===== config.mk =====
export PLATFORM = sky130hd
export DESIGN_NAME = shared_alu_arbiter
export DESIGN_NICKNAME = d
export VERILOG_FILES = /design/src/rtl/shared_alu_arbiter.sv
export SDC_FILE = /design/constraint.sdc
export NUM_CORES = 2
export LEC_CHECK = 0
export ABC_AREA = 0
export CAP_MARGIN = 25
export CORE_MARGIN = 2
export CORE_UTILIZATION = 50
export CTS_CLUSTER_SIZE = 25
export DETAILED_ROUTE_END_ITERATION = 7
export PLACE_DENSITY = 0.74
export SYNTH_ARGS = -nofsm -noshare
export SYNTH_HDL_FRONTEND = slang
export SYNTH_SLANG_ARGS = --single-unit
export TNS_END_PERCENT = 10

===== constraint.sdc =====
create_clock -name clk -period 24.6 [get_ports clk]
set_input_delay 4.92 -clock clk [delete_from_list [all_inputs] [get_ports clk]]
set_output_delay 4.92 -clock clk [all_outputs]
set_load 0.005 [all_outputs]

===== src/rtl/shared_alu_arbiter.sv =====
// shared_alu_arbiter: one combinational ALU shared by N_REQ requesters.
// Round-robin grant on req_valid/req_ready; result held in a one-entry
// buffer and returned on resp_valid/resp_ready/resp_data.
// Ports: clk, reset (sync, active-high), req_valid/ready [N_REQ],
//   req_op [3*N_REQ], req_left/right [WIDTH*N_REQ],
//   resp_valid/ready [N_REQ], resp_data [WIDTH].
module shared_alu_arbiter #(
  parameter int N_REQ = 4,
  parameter int WIDTH = 32,
  parameter int ID_W  = $clog2(N_REQ)
) (
  input  logic                   clk,
  input  logic                   reset,
  input  logic [N_REQ-1:0]       req_valid,
  output logic [N_REQ-1:0]       req_ready,
  input  logic [3*N_REQ-1:0]     req_op,
  input  logic [WIDTH*N_REQ-1:0] req_left,
  input  logic [WIDTH*N_REQ-1:0] req_right,
  output logic [N_REQ-1:0]       resp_valid,
  input  logic [N_REQ-1:0]       resp_ready,
  output logic [WIDTH-1:0]       resp_data
);

  localparam logic [ID_W:0] NR = (ID_W+1)'(N_REQ);

  logic             buf_full;
  logic [ID_W-1:0]  buf_id;
  logic [ID_W-1:0]  rr_ptr;
  logic [WIDTH-1:0] buf_data;

  logic             drain;
  logic             can_accept;
  logic             found;
  logic             grant;
  logic [ID_W-1:0]  gnt_id;
  logic [ID_W:0]    nxt;
  logic [2:0]       op_g;
  logic [WIDTH-1:0] a_g;
  logic [WIDTH-1:0] b_g;
  logic [WIDTH-1:0] alu_y;

  // A buffer emptied this cycle may be refilled in the same edge.
  assign drain      = buf_full & resp_ready[buf_id];
  assign can_accept = !reset & (!buf_full | drain);
  assign grant      = can_accept & found;

  // First valid requester at or after rr_ptr, wrapping mod N_REQ.
  always_comb begin
    logic [ID_W:0] s;
    found  = 1'b0;
    gnt_id = '0;
    for (int k = 0; k < N_REQ; k++) begin
      s = {1'b0, rr_ptr} + (ID_W+1)'(k);
      if (s >= NR) s = s - NR;
      if (!found && req_valid[s[ID_W-1:0]]) begin
        found  = 1'b1;
        gnt_id = s[ID_W-1:0];
      end
    end
  end

  always_comb begin
    req_ready  = '0;
    resp_valid = '0;
    for (int i = 0; i < N_REQ; i++) begin
      req_ready[i]  = grant && (gnt_id == ID_W'(i));
      resp_valid[i] = buf_full && (buf_id == ID_W'(i));
    end
  end

  assign op_g = req_op[3*int'(gnt_id) +: 3];
  assign a_g  = req_left[WIDTH*int'(gnt_id) +: WIDTH];
  assign b_g  = req_right[WIDTH*int'(gnt_id) +: WIDTH];

  always_comb begin
    alu_y = '0;
    unique case (op_g)
      3'd0: alu_y = a_g + b_g;
      3'd1: alu_y = a_g - b_g;
      3'd2: alu_y = a_g * b_g;
      3'd3: alu_y = a_g & b_g;
      3'd4: alu_y = a_g | b_g;
      3'd5: alu_y = a_g ^ b_g;
      3'd6: alu_y = {{(WIDTH-1){1'b0}}, a_g < b_g};
      3'd7: alu_y = {{(WIDTH-1){1'b0}}, a_g == b_g};
    endcase
  end

  always_comb begin
    nxt = {1'b0, gnt_id} + 1'b1;
    if (nxt == NR) nxt = '0;
  end

  always_ff @(posedge clk) begin
    if (reset) begin
      buf_full <= 1'b0;
      buf_id   <= '0;
      buf_data <= '0;
      rr_ptr   <= '0;
    end else if (grant) begin
      buf_full <= 1'b1;
      buf_id   <= gnt_id;
      buf_data <= alu_y;
      rr_ptr   <= nxt[ID_W-1:0];
    end else if (drain) begin
      buf_full <= 1'b0;
    end
  end

  assign resp_data = buf_data;

endmodule

==> flow_summary.yaml <==
run_status:
  status: "complete, no violations"
routing:
  dr.pass1.iters: 6
  initialDrtViolationCount: 2717
  routed_via_density: 6.37
  via_count: 24899
  wirelength_um: 110000
  wl_per_cell_um: 28.1
  drtAntennaViolNets: 0
  post-route-drc-count: 0
floorplanning:
  io_pins: 318
  coreArea_um2: 47900
  chipWidth_um: 225
  die-area_um2: 50600
  die_h_um: 225
  initial_core_util_pct: 50.9
  rows: 80
synthesis:
  ys_seq_area_share_pct: 3.04
  synth.cell_area_um2: 24400
  yosys-top-cells-area: "fa_1 34%, ha_1 11%, inv_1 7.2%, nor2_1 6.5%, nand2_1 4.5%"
  synth_common_cells: "466 x inv_1, 425 x nor2_1, 410 x fa_1"
  synth_top_flop_cell: "dfxtp_1"
  synth.most_common_cell: "inv_1"
  synth_top_area_cell: "fa_1"
  syn_area_per_cell_um2: 7.97
  synth_top_area_share_pct: 33.6
  yosysWarningCount: 0
  synth_edf_count: 0
  synthArstFlopShare_pct: 0
  ys_seq_elements: 37
  syn_nets: 3973
  syn_inst: 3062
  yosysUniqueCellTypes: 95
cts:
  hold_buffers: 0
  cts_tree: "built"
  clk_latency_ns: 0.30
  cts_setup_buffers: 0
  clk_path_buf_depth: 2
  cts_resized: 0
  cts-root-buf: "clkbuf_16"
  cts_made_buffers: 5
  clk_pin_slew_worst_paths_ns: 0.06
  htree_levels: 2
  clock-sinks: 37
layout:
  syn2layout_area_growth_pct: 16.1
  final_cells: 3907
  final_util_pct: 59.1
  nNetsFinal: 4192
  final_layout_size_suffix_gt1_share_pct: 5.27
sta:
  rsz0062_at_grt: "no"
  slew_headroom_pct: 27.6
  slew_violations: 0
  finalCriticalPeriod_ns: 17.22
  clock.fmax_mhz: 58.1
  setup_viol: 0
  tns_ns: 0
  worstMarginPinSlew_ns: 1.06
  hold_viol: 0
  timing.final.crit_share_pct: 70.0
  fin_skew_ns: 0.00630
placed_design:
  numPortBuffers: 317
  hpwl_um: 86300
  placedCellCount: 3886
  gp_congestion: 1.04
worst_setup_path:
  reg2reg_depth: 31
  start_kind: "input pin"
  crit_fanout: 67
  arrival_ns: 17.40
  cp_slowest_stage_delay_ns: 0.85
  critPathRequiredTime_ns: 24.78
  crit_top_cell: "fa_1"
  critical_path_class: "in2reg"
  end_kind: "register"
  slowest_stage: "mux2i_1"
global_route:
  antenna_found_initial: 13
  grt_usage_pct: 43.7
  grt_pass1_wl_um: 162000
  grt_pass1_vias: 25852
  grt_start_max_net_pins: 68
  overflow: 0
job:
  maxCapViolations: 0
hold_path:
  whs_path_depth: 2
  hold_path.class: "reg2reg"
## layout make-up
type | count | area (µm²)
timing repair buffer | 392 | 3740
fill | 4376 | 19600
antenna | 10 | 25.0
clock inverter | 3 | 46.3
sequential | 37 | 741
inverter | 493 | 1850
clock buffer | 5 | 125
tap | 615 | 769
multi-input combinational | 2352 | 21000
## kinds of logic after synthesis
family,share of synthesized area [%]
fa+ha+maj,45.1
xor+xnor,3.35
buf+inv,11.0
mux,3.70
compound gates,16.3
simple gates,17.5
flops,3.04
## critical path, delay by kind of cell
family	cells	cell delay [ns]
buffers and inverters	7	2.60
AO/OA/AOI/OAI	6	1.32
AND/OR/NAND/NOR	8	3.14
multiplexers	2	1.02
adder cells (fa/ha/maj)	9	4.32
## registers in the layout (all words and copies together) (netlist names)
register,count
resp_data,32
rr_ptr,2
buf_id,2
buf_full,1
## stage by stage
| step | area, µm² | worst slack, ns | hold WS, ns |
|---|---|---|---|
| global route | 28300 | 6.78 | 0.484 |
| floorplan | 24400 | 11.23 | 0.448 |
| detailed placement | 28100 | 7.21 | 0.454 |
| CTS | 28300 | 7.51 | 0.463 |
| global placement | 28100 | 7.47 | 0.444 |
| finish | 28300 | 7.38 | 0.460 |
## placed cells by master, fill, tap and decap left out, types with 36 or more instances in the layout
master | synthesis | final
nand3_1 | 59 | 59
dfxtp_1 | 37 | 37
a21oi_1 | 160 | 159
fa_1 | 410 | 410
clkdlybuf4s50_1 | 0 | 317
a211oi_1 | 39 | 39
o21ai_0 | 81 | 81
buf_4 | 17 | 74
xnor2_1 | 55 | 55
inv_1 | 466 | 466
ha_1 | 223 | 223
nand2_1 | 295 | 294
mux2i_1 | 74 | 72
nor2_1 | 425 | 423
and3_1 | 36 | 36
## routing by layer
metal / track usage, % / up-vias / wire length (µm)
li1: - / 10457 / -
met1: 52.0 / 12178 / 38700
met2: 69.6 / 1747 / 49800
met3: 8.64 / 511 / 11300
met4: 33.7 / 6 / 10100
met5: 0 / - / 57
## path summary, 6_finish.rpt
check                     from       endpoint  slack [ns]
hold reg to reg   resp_data[1]   resp_data[1]        0.46
hold / removal    resp_data[1]   resp_data[1]        0.46
setup reg to reg     rr_ptr[0]  resp_data[29]       12.16
setup / recovery  req_valid[2]  resp_data[29]        7.38
Power is left out: the tool's default activity adds up to more than one toggle a clock period on the data nets, which glitch-free logic cannot reach.
